==> src/rtl/display_pkg.sv <==
// Shared symbol codes and controller state encoding for the seven-segment display path.
package display_pkg;

    localparam int unsigned SYM_W = 5;

    localparam logic [SYM_W-1:0] CODE_BLANK = 5'h1F;
    localparam logic [SYM_W-1:0] CODE_G     = 5'h10;
    localparam logic [SYM_W-1:0] CODE_H     = 5'h11;
    localparam logic [SYM_W-1:0] CODE_I     = 5'h13;

    typedef enum logic [1:0] {
        IDLE   = 2'd0,
        SCROLL = 2'd1,
        PAUSE  = 2'd2
    } state_t;

endpackage

==> src/rtl/scroll_display_ctrl_tick_gen.sv <==
// Modulo-MODULO counter with synchronous clear and enable; tick_c flags the terminal count.
module tick_gen #(
    parameter int unsigned MODULO = 4
) (
    input  logic clock,
    input  logic reset,
    input  logic clr,
    input  logic en,
    output logic tick_c
);

    localparam int unsigned CW = (MODULO > 1) ? $clog2(MODULO) : 1;
    localparam logic [CW-1:0] LAST = CW'(MODULO - 1);

    logic [CW-1:0] count;

    // Terminal flag is ungated; the user qualifies it with its own enable.
    assign tick_c = (count == LAST);

    always_ff @(posedge clock) begin
        if (!reset) begin
            count <= '0;
        end else if (clr) begin
            count <= '0;
        end else if (en) begin
            count <= tick_c ? '0 : count + CW'(1);
        end
    end

endmodule

==> src/rtl/scroll_display_ctrl.sv <==
// Scrolls a stored symbol message across N_DIG seven-segment digits.
// Optional SCROLL_BLINK_EN: blink the frozen window on/off while paused.
module scroll_display_ctrl
    import display_pkg::*;
#(
    parameter int unsigned MSG_LEN        = 8,
    parameter int unsigned N_DIG          = 6,
    parameter int unsigned TICKS_PER_STEP = 50_000_000
) (
    input  logic                       clock,
    input  logic                       reset,
    input  logic                       wr_en,
    input  logic [$clog2(MSG_LEN)-1:0] wr_addr,
    input  logic [SYM_W-1:0]           wr_data,
    output logic                       wr_ack,
    input  logic                       start,
    input  logic                       stop,
    input  logic                       clear,
    output logic [SYM_W*N_DIG-1:0]     code_out,
    output logic [$clog2(MSG_LEN)-1:0] pos,
    output logic                       busy,
    output logic                       step_pulse
);

    localparam int unsigned AW    = $clog2(MSG_LEN);
    localparam int unsigned OUT_W = SYM_W * N_DIG;
    localparam logic [OUT_W-1:0] ALL_BLANK = {N_DIG{CODE_BLANK}};

    state_t               state_q, state_d;
    logic [AW-1:0]        pos_q, pos_d;
    logic                 step_q, step_d;
    logic [SYM_W-1:0]     msg [MSG_LEN];
    logic                 wr_accept_c;
    logic                 cnt_en_c, cnt_clr_c, step_term_c;
    logic                 pause_show_c;
    logic [OUT_W-1:0]     window_c, code_c;

    assign cnt_en_c    = (state_q == SCROLL) && !clear && !stop;
    assign cnt_clr_c   = clear || (state_q == IDLE);
    assign wr_accept_c = wr_en && !clear && ((state_q == IDLE) || (state_q == PAUSE));

    tick_gen #(.MODULO(TICKS_PER_STEP)) u_step_timer (
        .clock  (clock),
        .reset  (reset),
        .clr    (cnt_clr_c),
        .en     (cnt_en_c),
        .tick_c (step_term_c)
    );

    always_ff @(posedge clock) begin
        if (!reset) begin
            state_q <= IDLE;
        end else begin
            state_q <= state_d;
        end
    end

    // Next state and window position; clear outranks stop, which outranks start.
    always_comb begin
        state_d = state_q;
        pos_d   = pos_q;
        step_d  = 1'b0;
        if (clear) begin
            state_d = IDLE;
            pos_d   = '0;
        end else begin
            case (state_q)
                IDLE: begin
                    if (start && !stop) begin
                        state_d = SCROLL;
                        pos_d   = '0;
                    end
                end
                SCROLL: begin
                    if (stop) begin
                        state_d = PAUSE;
                    end else if (step_term_c) begin
                        pos_d  = pos_q + AW'(1);
                        step_d = 1'b1;
                    end
                end
                PAUSE: begin
                    if (start && !stop) begin
                        state_d = SCROLL;
                    end
                end
                default: state_d = IDLE;
            endcase
        end
    end

    always_ff @(posedge clock) begin
        if (!reset) begin
            pos_q  <= '0;
            step_q <= 1'b0;
        end else begin
            pos_q  <= pos_d;
            step_q <= step_d;
        end
    end

    always_ff @(posedge clock) begin
        if (!reset || clear) begin
            for (int i = 0; i < MSG_LEN; i++) begin
                msg[i] <= CODE_BLANK;
            end
        end else if (wr_accept_c) begin
            msg[wr_addr] <= wr_data;
        end
    end

`ifdef SCROLL_BLINK_EN
    logic blink_term_c;
    logic blank_phase;

    tick_gen #(.MODULO(TICKS_PER_STEP)) u_blink_timer (
        .clock  (clock),
        .reset  (reset),
        .clr    (state_q != PAUSE),
        .en     (state_q == PAUSE),
        .tick_c (blink_term_c)
    );

    // Window phase first on entering PAUSE, then alternate every TICKS_PER_STEP cycles.
    always_ff @(posedge clock) begin
        if (!reset) begin
            blank_phase <= 1'b0;
        end else if (state_q != PAUSE) begin
            blank_phase <= 1'b0;
        end else if (blink_term_c) begin
            blank_phase <= !blank_phase;
        end
    end

    assign pause_show_c = !blank_phase;
`else
    assign pause_show_c = 1'b1;
`endif

    // Leftmost digit (slice N_DIG-1) shows msg[pos]; indices wrap modulo MSG_LEN.
    always_comb begin
        window_c = ALL_BLANK;
        for (int k = 0; k < N_DIG; k++) begin
            window_c[SYM_W*k +: SYM_W] = msg[AW'(pos_q + AW'(N_DIG - 1 - k))];
        end
    end

    always_comb begin
        code_c = ALL_BLANK;
        if (state_q == SCROLL) begin
            code_c = window_c;
        end else if ((state_q == PAUSE) && pause_show_c) begin
            code_c = window_c;
        end
    end

    always_ff @(posedge clock) begin
        if (!reset) begin
            code_out   <= ALL_BLANK;
            pos        <= '0;
            busy       <= 1'b0;
            step_pulse <= 1'b0;
            wr_ack     <= 1'b0;
        end else begin
            code_out   <= code_c;
            pos        <= pos_q;
            busy       <= (state_q == SCROLL);
            step_pulse <= step_q;
            wr_ack     <= wr_accept_c;
        end
    end

endmodule

==> config.mk <==
export PLATFORM = sky130hd
export DESIGN_NAME = scroll_display_ctrl
export DESIGN_NICKNAME = d
export VERILOG_FILES = /design/src/rtl/display_pkg.sv /design/src/rtl/scroll_display_ctrl_tick_gen.sv /design/src/rtl/scroll_display_ctrl.sv
export SDC_FILE = /design/constraint.sdc
export NUM_CORES = 1
export LEC_CHECK = 0
export BUFFER_PORTS_ARGS = -buffer_cell sky130_fd_sc_hd__buf_2
export CAP_MARGIN = 20
export CORE_ASPECT_RATIO = 1.25
export CORE_MARGIN = 10
export CORE_UTILIZATION = 45
export CTS_CLUSTER_DIAMETER = 100
export DETAILED_ROUTE_END_ITERATION = 6
export MAX_ROUTING_LAYER = met4
export PLACE_DENSITY = 0.69
export SETUP_SLACK_MARGIN = 0.3
export SYNTH_ARGS = -nofsm -noshare
export SYNTH_HDL_FRONTEND = slang
export SYNTH_HIERARCHICAL = 1
export SYNTH_SLANG_ARGS = --single-unit
export TNS_END_PERCENT = 50
==> constraint.sdc <==
create_clock -name clock -period 2.6 [get_ports clock]
set_input_delay 0.13 -clock clock [delete_from_list [all_inputs] [get_ports clock]]
set_output_delay 0.13 -clock clock [all_outputs]
set_load 0.05 [all_outputs]
==> reports/summary.txt, run 1 <==
==================================================================================================
Max Buffers Root-to-Sink                                                                         2
Clock transition time at the flip-flop clock pins of the worst setup and hold paths        0.08 ns
Clk_lat worst skew                                                                         0.35 ns
Site row count                                                                                  46
Maxcap violations                                                                                0
Remaining design rule violation count                                                            0
Antenna cell count                                                                               0
Layout overhead on the synthesized area                                                      11.9%
CTS Sinks                                                                                      111
Count of antenna-violating nets left after detailed routing                                      0
GR Overflow Total                                                                                0
Violation count after the first detailed-route iteration                                       304
Boundary Pins                                                                                   50
Worst setup skew after layout                                                           0.00840 ns
GRT Total Usage                                                                              16.0%
Avg Synthesized Cell Area                                                               11.1 sq um
Setup repair after global routing missed its margin                                            yes
Vias post-DR                                                                                 4,147
Combined area of the multi-input logic cells                                            2920 sq um
Initial Util                                                                                 45.6%
Max Fanout on Critical Path                                                                      6
Final design area excluding fillers                                                     6390 sq um
Worst Setup Path Type                                                                   reg -> reg
Number of instances on the worst hold path                                                       2
Final net count                                                                                576
Antenna violations before repair                                                                 0
Weighted congestion at the end of routability-driven global placement                        0.910
Max Clock Freq                                                                           0.455 GHz
Warning count from the yosys run                                                                 6
Sum of negative setup slack                                                                   0 ns
Worst slew margin                                                                            52.7%
Post-route core utilization                                                                  51.0%
Number of detailed-route iterations in the first pass                                            4
Hold-critical path endpoint                                                           state_q[0]$_SDFFE_PP0P_
Wire length of the first global-routing pass                                          22,000 microns
Post-Syn Area                                                                           5720 sq um
Dpl hpwl                                                                              10,200 microns
Vertical die dimension                                                                 146 microns
Syn_nets                                                                                       533
Crit path arrival time                                                                     2.42 ns
Cells along the critical path                                                         or4b_4 > nor4_2 > nand2_2 > inv_1 > mux2i_1 > o41ai_1 > a21oi_1
Worst reg-to-reg setup slack                                                               0.40 ns
Buffer type at the clock tree root                                                    sky130_fd_sc_hd__clkbuf_16
Top flip-flop cell by instance count after synthesis                                  sky130_fd_sc_hd__dfxtp_1
Power density cells                                                                    522 nW/um^2
Crit path buffers/inverters                                                                      1
Count of flip-flops with a built-in enable after synthesis                                      40
Via/cell ratio                                                                                5.67
Count of hold-fix buffers inserted at cts                                                        0
Number of global-route vias before repair                                                    4,167
CP startpoint kind                                                                        register
Netlist cell types                                                                              68
Standard cell core area                                                               12,500 sq um
Post-CTS setup buffers                                                                           0
R2r worst-path depth                                                                             7
Portion of the post-synthesis area used by sequential elements                               45.9%
Sequential Area                                                                         2630 sq um
Die Area                                                                              17,600 sq um
Port Buffers                                                                                    49
Max Transition Viols Final                                                                       0
Finish-stage setup viols                                                                         0
X dimension of the die                                                                 121 microns
Filler Cell Count                                                                            1,188
Clock buffer count from CTS                                                                      9
Max IR drop VDD                                                                           0.249 mV
Number of hold-slack violations in the final timing report                                       0
Worst Tran Pin Value                                                                      0.710 ns
Cell at the slowest stage of the critical path                                        sky130_fd_sc_hd__or4b_4
Startpoint of the lowest-slack hold path                                                      stop
Classification of the worst-slack hold path                                              in -> reg
Required time at the endpoint of the critical path                                         2.82 ns
Cells after Synth                                                                              515
Async set-reset flop share out of synthesis                                                     0%
Post-Place Cell Area                                                                    6070 sq um
Time the worst path needs with I/O delays and setup                                        2.20 ns
Delay of the slowest critical-path stage                                                   0.56 ns
Sort of element at the end of the critical path                                           register
Pin count of the biggest net entering global routing                                            39
Part of the cycle the worst path needs                                                       84.5%
Routed WL per cell                                                                    18.3 microns
Total length of routed wires                                                          13,300 microns
Total of flip-flops plus latches after synthesis                                               111
TritonCTS clock tree                                                                         built
Run status                                                                            finished, final reports clean
Launch point of the worst reg-to-reg path                                             u_step_timer/count[8]$_SDFFE_PP0P_
Share of cells above drive strength 1                                                        19.0%
RR Endpoint                                                                           pos_q[2]$_SDFFE_PP0N_
Leakage                                                                                    1.98 nW
Critical path's top delay family                                                      simple AND/OR/NAND/NOR gates
Total number of H-tree levels                                                                    3
==================================================================================================
==> report_power, final <==
group	internal, mW	switching [mW]	total, mW
Combinational	0.0396	0.0695	0.109
Sequential	1.81	0.0163	1.82
Clock	0.779	0.623	1.40
Total	2.63	0.709	3.34
==> per-stage QoR <==
stage,cells,setup slack (ns),hold slack (ns),power (mW)
5_1_grt,731,0.262,0.0872,3.45
6_report,731,0.402,0.101,3.34
4_1_cts,731,0.311,0.0660,3.36
2_1_floorplan,515,0.558,0.252,1.92
3_5_place_dp,715,0.302,0.429,1.97
3_3_place_gp,715,0.403,0.415,1.97
==> area by class of cell <==
class | instances | area share (%)
multi-input cells | 373 | 45.7
flip-flops and latches | 111 | 41.1
repair buffers | 56 | 4.85
clock buffers | 12 | 3.86
well taps | 168 | 3.29
clock inverters | 4 | 0.861
inverters | 7 | 0.411
==> cells by family after synthesis <==
| family | Yosys count | synth area share (%) |
|---|---|---|
| fa+ha+maj | 4 | 0.876 |
| buf+inv | 31 | 3.33 |
| flops | 111 | 45.9 |
| mux | 76 | 17.3 |
| xor+xnor | 19 | 3.04 |
| simple gates | 197 | 20.5 |
| compound gates | 77 | 9.04 |
==> cells in the final DEF (no fill, tap or decap), types with 15 or more instances in the layout <==
master | synthesis | routed
sky130_fd_sc_hd__buf_2 | 8 | 49
sky130_fd_sc_hd__dfxtp_1 | 71 | 69
sky130_fd_sc_hd__edfxtp_1 | 40 | 40
sky130_fd_sc_hd__mux2i_1 | 55 | 55
sky130_fd_sc_hd__nand2_1 | 36 | 35
sky130_fd_sc_hd__nand2b_1 | 28 | 28
sky130_fd_sc_hd__nand3_1 | 18 | 18
sky130_fd_sc_hd__nor2_1 | 24 | 24
sky130_fd_sc_hd__o22ai_1 | 20 | 20
sky130_fd_sc_hd__or2_1 | 20 | 20
sky130_fd_sc_hd__xor2_1 | 15 | 15
==> worst max-delay path by stage <==
stage | cells past startpoint | endpoint | slack (ns) | start
6_report | 7 | pos_q[2]$_SDFFE_PP0N_ | 0.40 | u_step_timer/count[8]$_SDFFE_PP0P_
5_1_grt | 7 | pos_q[0]$_SDFFE_PP0N_ | 0.26 | u_step_timer/count[8]$_SDFFE_PP0P_
4_1_cts | 7 | u_step_timer/count[24]$_SDFFE_PP0P_ | 0.31 | state_q[0]$_SDFFE_PP0P_
3_5_place_dp | 7 | pos_q[2]$_SDFFE_PP0N_ | 0.30 | u_step_timer/count[8]$_SDFFE_PP0P_
3_3_place_gp | 7 | register | 0.40 | u_step_timer/count[8]$_SDFFE_PP0P_
2_1_floorplan | 8 | u_step_timer/count[24]$_SDFFE_PP0P_ | 0.56 | state_q[0]$_SDFFE_PP0P_
==> registers in the layout (all words and copies together) (netlist names), named ones only <==
register and count:
pos 3, step_q 1, pos_q 3, step_pulse 1
wr_ack 1, state_q 2, u_step_timer/count 26, code_out 30
busy 1, msg 40
==> cell usage after synthesis (3+ instances only) <==
| master | count | area share [%] |
|---|---|---|
| sky130_fd_sc_hd__a22o_1 | 10 | 1.5 |
| sky130_fd_sc_hd__o21ai_0 | 11 | 0.96 |
| sky130_fd_sc_hd__nor2_1 | 24 | 1.6 |
| sky130_fd_sc_hd__nand2b_1 | 28 | 3.1 |
| sky130_fd_sc_hd__nor4_2 | 3 | 0.66 |
| sky130_fd_sc_hd__dfxtp_1 | 71 | 25 |
| sky130_fd_sc_hd__nand4_1 | 8 | 0.88 |
| sky130_fd_sc_hd__or2_1 | 20 | 2.2 |
| sky130_fd_sc_hd__ha_1 | 4 | 0.88 |
| sky130_fd_sc_hd__nand2_1 | 36 | 2.4 |
| sky130_fd_sc_hd__and2_1 | 8 | 0.88 |
| sky130_fd_sc_hd__o22ai_1 | 20 | 2.2 |
| sky130_fd_sc_hd__buf_4 | 4 | 0.53 |
| sky130_fd_sc_hd__nor2b_1 | 4 | 0.44 |
| sky130_fd_sc_hd__clkbuf_1 | 5 | 0.33 |
| sky130_fd_sc_hd__xor2_1 | 15 | 2.3 |
| sky130_fd_sc_hd__buf_6 | 4 | 0.79 |
| sky130_fd_sc_hd__xnor2_1 | 3 | 0.46 |
| sky130_fd_sc_hd__inv_1 | 5 | 0.33 |
| sky130_fd_sc_hd__a21oi_1 | 14 | 1.2 |
| sky130_fd_sc_hd__buf_2 | 8 | 0.70 |
| sky130_fd_sc_hd__edfxtp_1 | 40 | 21 |
| sky130_fd_sc_hd__mux4_1 | 6 | 2.8 |
| sky130_fd_sc_hd__mux4_2 | 9 | 3.5 |
| sky130_fd_sc_hd__or3_1 | 12 | 1.3 |
| sky130_fd_sc_hd__nor3_1 | 7 | 0.61 |
| sky130_fd_sc_hd__nand3b_1 | 3 | 0.39 |
| sky130_fd_sc_hd__mux2_2 | 5 | 0.99 |
| sky130_fd_sc_hd__o211ai_1 | 10 | 1.3 |
| sky130_fd_sc_hd__nand3_1 | 18 | 1.6 |
| sky130_fd_sc_hd__mux2i_1 | 55 | 9.6 |
==> layer usage <==
| metal | global-route usage, % | share of wire (%) | vias to the layer above |
|---|---|---|---|
| li1 | - | - | 2004 |
| met1 | 17.1 | 40 | 2005 |
| met2 | 26.8 | 51 | 110 |
| met3 | 4.31 | 5.2 | 28 |
| met4 | 7.26 | 3.0 | 0 |
| met5 | - | 0 | - |
==> timing repair <==
action | CTS | global route
cloned | 0 | 0
setup endpoints to repair | 2 | 7
gates resized for setup | 1 | 3
pin swaps | 0 | 2
endpoints found under the hold margin | 0 | 0
No activity file was read; power rests on OpenSTA's default activity.
==> run 2: changes to the inputs <==
- PLACE_DENSITY: 0.69 -> 0.71
- clock period: 2.6 -> 1.8 ns (I/O delays scaled with it)
==> run 2 against run 1 <==
Net effect: the flow now finishes with violations (setup timing); non-clock buffer count rose by 68; global-route usage rose by 1.1 points; routed wire length rose by 11%; worst hold slack got worse by 0.028 ns; worst setup slack got worse by 0.48 ns; clock power rose by 49%; clock-buffer cell count fell by 2; via count rose by 7.8%.
==> reports/summary.txt, run 2 (synthesis gave the netlist of run 1 again) <==
==================================================================================================
Run status                                                                            finished with violations
Failing checks                                                                        setup timing
Classification of the worst-slack hold path                                              in -> reg
Buffer type at the clock tree root                                                    sky130_fd_sc_hd__clkbuf_16
Post-route core utilization                                                                  59.1%   +8.1 points
Worst setup skew after layout                                                           0.00839 ns   -0.00000528 ns
Number of hold-slack violations in the final timing report                                       0   unchanged
Die Area                                                                              17,600 sq um   unchanged
Antenna violations before repair                                                                 0   unchanged
Maxcap violations                                                                                0   unchanged
Time the worst path needs with I/O delays and setup                                        1.88 ns   -0.319 ns
Flip-flop count of the largest register, all copies and words added                             40   unchanged
Worst Setup Path Type                                                                   reg -> reg
Total length of routed wires                                                          14,800 microns   +11%
Min setup slack post-route                                                              -0.0789 ns   -0.481 ns
Power density cells                                                                    665 nW/um^2   +27%
X dimension of the die                                                                 121 microns   unchanged
Via/cell ratio                                                                                5.60   -1.3%
Max Transition Viols Final                                                                       0   unchanged
Number of detailed-route iterations in the first pass                                            5   +1
GRT Total Usage                                                                              17.1%   +1.1 points
GR Overflow Total                                                                                0   unchanged
Sum of negative setup slack                                                               -1.11 ns   -1.11 ns
Final net count                                                                                644   +12%
Boundary Pins                                                                                   50   unchanged
Max Fanout on Critical Path                                                                      3   -3
Cells along the critical path                                                         or4_4 > nor4_4 > nand2_2 > inv_2 > nor4bb_4 > nand3b_1 > a21oi_2
Count of antenna-violating nets left after detailed routing                                      0   unchanged
Worst Tran Pin Value                                                                      0.569 ns   -0.141 ns
Violation count after the first detailed-route iteration                                       306   +0.66%
TritonCTS clock tree                                                                         built
Total number of H-tree levels                                                                    3   unchanged
Setup repair after global routing missed its margin                                            yes
Pin count of the biggest net entering global routing                                            37   -5.1%
Vertical die dimension                                                                 146 microns   unchanged
Weighted congestion at the end of routability-driven global placement                        0.901   -0.90%
Critical path's top delay family                                                      simple AND/OR/NAND/NOR gates
Top layer in use                                                                              met4
Dpl hpwl                                                                              10,800 microns   +5.4%
DR WL met3                                                                             697 microns   unchanged
Crit path buffers/inverters                                                                      1   unchanged
Final design area excluding fillers                                                     7410 sq um   +16%
Max Buffers Root-to-Sink                                                                         2   unchanged
Crit path arrival time                                                                     2.16 ns   -0.26 ns
Number of global-route vias before repair                                                    4,500   +8.0%
CTS Sinks                                                                                      111   unchanged
Vias post-DR                                                                                 4,472   +7.8%
Registers with the most flip-flops                                                    msg x40, code_out x30, u_step_timer/count x26
Port Buffers                                                                                    49   unchanged
Met2 routed WL                                                                        8210 microns   +20%
Remaining design rule violation count                                                            0   unchanged
Max IR drop VDD                                                                           0.595 mV   +140%
Clock transition time at the flip-flop clock pins of the worst setup and hold paths        0.07 ns   about the same
Required time at the endpoint of the critical path                                         2.08 ns   -0.74 ns
Initial Util                                                                                 45.6%   unchanged
Part of the cycle the worst path needs                                                        104%   +20 points
Routed length on met1                                                                 5490 microns   +2.0%
Finish-stage setup viols                                                                        22   +22
Clk_lat worst skew                                                                         0.35 ns   about the same
Leakage                                                                                    2.50 nW   +26%
Worst slew margin                                                                            61.9%   +9.2 points
Max Clock Freq                                                                           0.532 GHz   +17%
Clock buffer count from CTS                                                                      9   unchanged
Layout overhead on the synthesized area                                                      29.7%
Post-Place Cell Area                                                                    6540 sq um   +7.7%
Largest register by flop count                                                                 msg
Delay of the slowest critical-path stage                                                   0.54 ns   -0.02 ns
Filler Cell Count                                                                            1,032   -13%
Wire length of the first global-routing pass                                          23,500 microns   +6.7%
CP startpoint kind                                                                        register
Site row count                                                                                  46   unchanged
Most common cell after layout, fill and taps aside                                    sky130_fd_sc_hd__dfxtp_1
Standard cell core area                                                               12,500 sq um   unchanged
Most used cells in the layout excluding fill and tap cells                            sky130_fd_sc_hd__dfxtp_1, sky130_fd_sc_hd__buf_4, sky130_fd_sc_hd__buf_2
Cell at the slowest stage of the critical path                                        sky130_fd_sc_hd__or4_4
Share of cells above drive strength 1                                                        38.4%   +19 points
Routed WL per cell                                                                    18.5 microns   +1.3%
Antenna cell count                                                                               0   unchanged
Sort of element at the end of the critical path                                           register
==================================================================================================
[run 2: cell types whose count changed in the layout (fill, tap and decap cells not counted), moves of 4 or more]
cell,previous run,this run
sky130_fd_sc_hd__mux2i_2,0,9
sky130_fd_sc_hd__mux4_2,9,15
sky130_fd_sc_hd__mux2i_4,1,8
sky130_fd_sc_hd__mux2i_1,55,39
sky130_fd_sc_hd__nand2_2,2,6
sky130_fd_sc_hd__nand2_1,35,28
sky130_fd_sc_hd__buf_6,0,17
sky130_fd_sc_hd__o21ai_0,11,6
sky130_fd_sc_hd__nand2b_4,0,4
sky130_fd_sc_hd__nand2b_1,28,24
sky130_fd_sc_hd__mux4_1,6,0
sky130_fd_sc_hd__dfxtp_1,69,63
sky130_fd_sc_hd__buf_4,6,54
[run 2: repair_timing]
item                                   4_1_cts  5_1_grt
hold buffers                                 0        0
gates cloned                                 0        1
buffers inserted                             7        7
pin swaps                                   66       34
resized for setup                           86       26
setup endpoints to repair                  139      143
endpoints found under the hold margin        0        0
[run 2: area by class of cell]
cell class                 count  area (sq um)  area share, %
tap                          168           210           2.84
inverter                       7          35.0          0.473
timing repair buffer         124           935           12.6
clock inverter                 6          76.3           1.03
clock buffer                  10           239           3.22
sequential                   111          2640           35.6
multi-input combinational    373          3280           44.2
[run 2: through the flow]
step                      worst slack (ns)  hold slack [ns]  instances  total power, mW
final                              -0.0789           0.0725        799             4.93
after global routing                -0.159            0.109        799             5.08
after CTS                          -0.0800           0.0731        791             4.96
after detailed placement            -0.119            0.420        768             2.86
after global placement             -0.0199            0.421        768             2.85
after floorplan                    -0.0567            0.212        515             2.78
[run 2: worst register-to-register path, delay by kind of cell, from the launching register on]
kind,cells,cell delay [ns]
simple gates,5,1.25
compound gates,1,0.17
flops,1,0.32
buf+inv,1,0.07
[run 2: power breakdown]
group,switching [mW],leakage [nW],internal [mW]
combinational,0.123,1.45,0.0878
clock,0.944,0.155,1.14
sequential,0.0262,0.892,2.61
total,1.09,2.50,3.83
[run 2: worst paths after layout]
check / from / cells past startpoint / end / slack [ns]
worst max-delay path: u_step_timer/count[18]$_SDFFE_PP0P_ / 7 / register / -0.08
worst min-delay path: start / 3 / state_q[0]$_SDFFE_PP0P_ / 0.07
worst max register to register: u_step_timer/count[18]$_SDFFE_PP0P_ / 7 / register / -0.08
worst min register to register: step_q$_SDFF_PP0_ / 1 / step_pulse$_SDFF_PN0_ / 0.44
[run 2: layer usage]
layer,GRT usage [%],vias up
met3,3.69,25
li1,-,2137
met1,17.0,2182
met2,31.7,128
met4,5.93,0
met5,-,-
==> run 3: changes to the inputs <==
- REMOVE_ABC_BUFFERS: unset -> 1
- SLEW_MARGIN: unset -> 25
==> run 3 against run 2 <==
Net effect: the flow still finishes with violations (setup timing); die area stayed put; flip-flop and latch count unchanged; clock-buffer cell count is 1 lower; sequential share of layout area down 3.3 points; largest cell class unchanged.
==> reports/summary.txt, run 3 (synthesis gave the netlist of run 1 again) <==
==================================================================================================
Initial Util                                                                                 45.6%   unchanged
Psw                                                                                        1.06 mW   -2.8%
Final net count                                                                                672   +4.3%
Part of the cycle the worst path needs                                                        112%   +7.4 points
Site row count                                                                                  46   unchanged
Largest register by flop count                                                                 msg
Failing checks                                                                        setup timing
Clk_lat worst skew                                                                         0.35 ns   about the same
Count of antenna-violating nets left after detailed routing                                      0   unchanged
Power density cells                                                                    647 nW/um^2   -2.7%
GRT Total Usage                                                                              17.7%   +0.62 points
Max Clock Freq                                                                           0.497 GHz   -6.6%
CTS Sinks                                                                                      111   unchanged
Via/cell ratio                                                                                5.84   +4.4%
Remaining design rule violation count                                                            0   unchanged
TritonCTS clock tree                                                                         built
Layout overhead on the synthesized area                                                      42.6%
Total length of routed wires                                                          16,800 microns   +14%
Port Buffers                                                                                    49   unchanged
Crit path arrival time                                                                     2.25 ns   +0.09 ns
Routed WL per cell                                                                    20.3 microns   +9.6%
Sequential Area                                                                         2630 sq um   -0.24%
Weighted congestion at the end of routability-driven global placement                        0.914   +1.4%
Worst reg-to-reg setup slack                                                              -0.21 ns   -0.13 ns
Worst Setup Path Type                                                                   reg -> reg
Classification of the worst-slack hold path                                              in -> reg
X dimension of the die                                                                 121 microns   unchanged
Pin count of the biggest net entering global routing                                            21   -43%
CP startpoint kind                                                                        register
Post-Place Cell Area                                                                    6580 sq um   +0.63%
Number of placed instances with taps included                                                  778   +1.3%
Most used cells in the layout excluding fill and tap cells                            sky130_fd_sc_hd__dfxtp_1, sky130_fd_sc_hd__buf_4, sky130_fd_sc_hd__buf_2
Number of detailed-route iterations in the first pass                                            7   +2
R2r worst-path depth                                                                            10   +3
Finish-stage setup viols                                                                        25   +14%
Max IR drop VDD                                                                           0.578 mV   -2.8%
Setup repair after global routing missed its margin                                            yes
Antenna violations before repair                                                                 1   +1
Final design area excluding fillers                                                     8150 sq um   +9.9%
Buffer type at the clock tree root                                                    sky130_fd_sc_hd__clkbuf_16
Sort of element at the end of the critical path                                           register
Max Transition Viols Final                                                                       0   unchanged
Required time at the endpoint of the critical path                                         2.04 ns   -0.04 ns
Count of hold-fix buffers inserted at cts                                                        0   unchanged
Critical path launch point                                                            u_step_timer/count[0]$_SDFFE_PP0P_
Relative contribution of combinational cells to total power                                   4.5%   +0.2 points
Number of hold-slack violations in the final timing report                                       0   unchanged
Filler Cell Count                                                                              913   -12%
Max Fanout on Critical Path                                                                      8   +5
Die Area                                                                              17,600 sq um   unchanged
Time the worst path needs with I/O delays and setup                                        2.01 ns   +0.134 ns
RR Endpoint                                                                           u_step_timer/count[12]$_SDFFE_PP0P_
Proportion of total power due to net switching                                               20.2%   -2.0 points
Leakage                                                                                    2.76 nW   +10%
Run status                                                                            finished with violations
Registers with the most flip-flops                                                    msg x40, code_out x30, u_step_timer/count x26
Maxcap violations                                                                                0   unchanged
Worst Tran Pin Value                                                                      0.512 ns   -0.0573 ns
Clock transition time at the flip-flop clock pins of the worst setup and hold paths        0.07 ns   about the same
Number of cells in the finished layout apart from fillers                                      828   +3.6%
Worst slew margin                                                                            65.9%   +4.0 points
Clock buffer count from CTS                                                                      9   unchanged
Max Buffers Root-to-Sink                                                                         2   unchanged
Dpl hpwl                                                                              10,500 microns   -2.1%
Capturing element of the worst setup path                                             u_step_timer/count[12]$_SDFFE_PP0P_
Part of the power in the clock network                                                       45.4%   +3.1 points
Total number of H-tree levels                                                                    3   unchanged
Combined area of the multi-input logic cells                                            3530 sq um   +7.7%
Min setup slack post-route                                                               -0.213 ns   -0.134 ns
Flip-flop count of the largest register, all copies and words added                             40   unchanged
Internal power of the cells                                                                4.21 mW   +9.7%
Share of cells above drive strength 1                                                        45.5%   +7.2 points
Launch point of the worst reg-to-reg path                                             u_step_timer/count[0]$_SDFFE_PP0P_
Standard cell core area                                                               12,500 sq um   unchanged
Worst slack, placed                                                                      -0.255 ns   -0.136 ns
Worst setup skew after layout                                                           0.00376 ns   -0.00463 ns
Boundary Pins                                                                                   50   unchanged
Reg power frac                                                                               50.1%   -3.3 points
Vertical die dimension                                                                 146 microns   unchanged
Number of global-route vias before repair                                                    4,787   +6.4%
Wire length of the first global-routing pass                                          24,700 microns   +5.0%
Vias post-DR                                                                                 4,839   +8.2%
GR Overflow Total                                                                                0   unchanged
Violation count after the first detailed-route iteration                                       359   +17%
==================================================================================================
==> run 3: cell types whose count changed in the layout (fill, tap and decap cells not counted), sizes merged <==
cell	before	now
inv	8	6
bufinv	1	4
clkbuf	11	12
clkinv	4	3
diode	0	1
clkinvlp	0	1
buf	123	149
==> run 3: power groups by stage <==
stage	registers, mW	logic (mW)	clock network [mW]
after global placement	2.69	0.170	0
final	2.64	0.238	2.39
after detailed placement	2.69	0.177	0
after CTS	2.63	0.209	2.42
after floorplan	2.69	0.0806	0
after global routing	2.64	0.252	2.51
==> run 3: worst max-delay path, stage by stage (launching register included) <==
cell                       delay, ns
sky130_fd_sc_hd__dfxtp_1        0.36
sky130_fd_sc_hd__ha_1           0.20
sky130_fd_sc_hd__nand3b_1       0.16
sky130_fd_sc_hd__nor4_2         0.34
sky130_fd_sc_hd__nand2_2        0.13
sky130_fd_sc_hd__buf_6          0.13
sky130_fd_sc_hd__buf_6          0.11
sky130_fd_sc_hd__o21bai_4       0.15
sky130_fd_sc_hd__buf_6          0.12
sky130_fd_sc_hd__buf_12         0.13
sky130_fd_sc_hd__nor2_2         0.05
==> run 3: worst min-delay path by stage <==
stage	start	end	slack (ns)	depth (start not counted)
6_report	start	state_q[0]$_SDFFE_PP0P_	0.09	3
5_1_grt	wr_data[0]	msg[6][0]$_SDFFCE_PN1P_	0.13	2
4_1_cts	start	state_q[0]$_SDFFE_PP0P_	0.07	3
3_5_place_dp	start	state_q[0]$_SDFFE_PP0P_	0.44	3
3_3_place_gp	start	state_q[0]$_SDFFE_PP0P_	0.43	3
2_1_floorplan	stop	state_q[0]$_SDFFE_PP0P_	0.17	1
==> run 3: metrics by stage <==
step / hold slack, ns / power (mW) / utilization [%] / TNS (ns)
floorplan: 0.169 / 2.77 / - / -42.78
global placement: 0.427 / 2.86 / 52.5 / -2.12
detailed placement: 0.439 / 2.87 / 52.5 / -2.99
CTS: 0.0718 / 5.26 / 60.1 / -2.30
global route: 0.132 / 5.40 / 64.9 / -7.16
finish: 0.0902 / 5.27 / 64.9 / -3.97
==> run 3: layout make-up <==
class / count / area share, %
multi-input combinational: 373 / 43.4
sequential: 111 / 32.3
timing repair buffer: 152 / 16.8
clock buffer: 9 / 2.76
tap: 168 / 2.58
clock inverter: 7 / 1.66
inverter: 7 / 0.507
antenna: 1 / 0.0307
==> run 3: routing by layer <==
metal | GRT usage [%] | vias up | wire length (microns)
met4 | 7.80 | 0 | 731
met1 | 17.4 | 2372 | 5940
met2 | 32.0 | 196 | 9150
li1 | - | 2211 | -
met5 | - | - | 0
met3 | 4.23 | 60 | 963
==> run 3: what timing repair did <==
item / 4_1_cts / 5_1_grt
gates cloned: 5 / 3
setup buffers: 13 / 12
setup endpoints to repair: 139 / 141
gates resized for setup: 89 / 100
pin swaps: 49 / 88
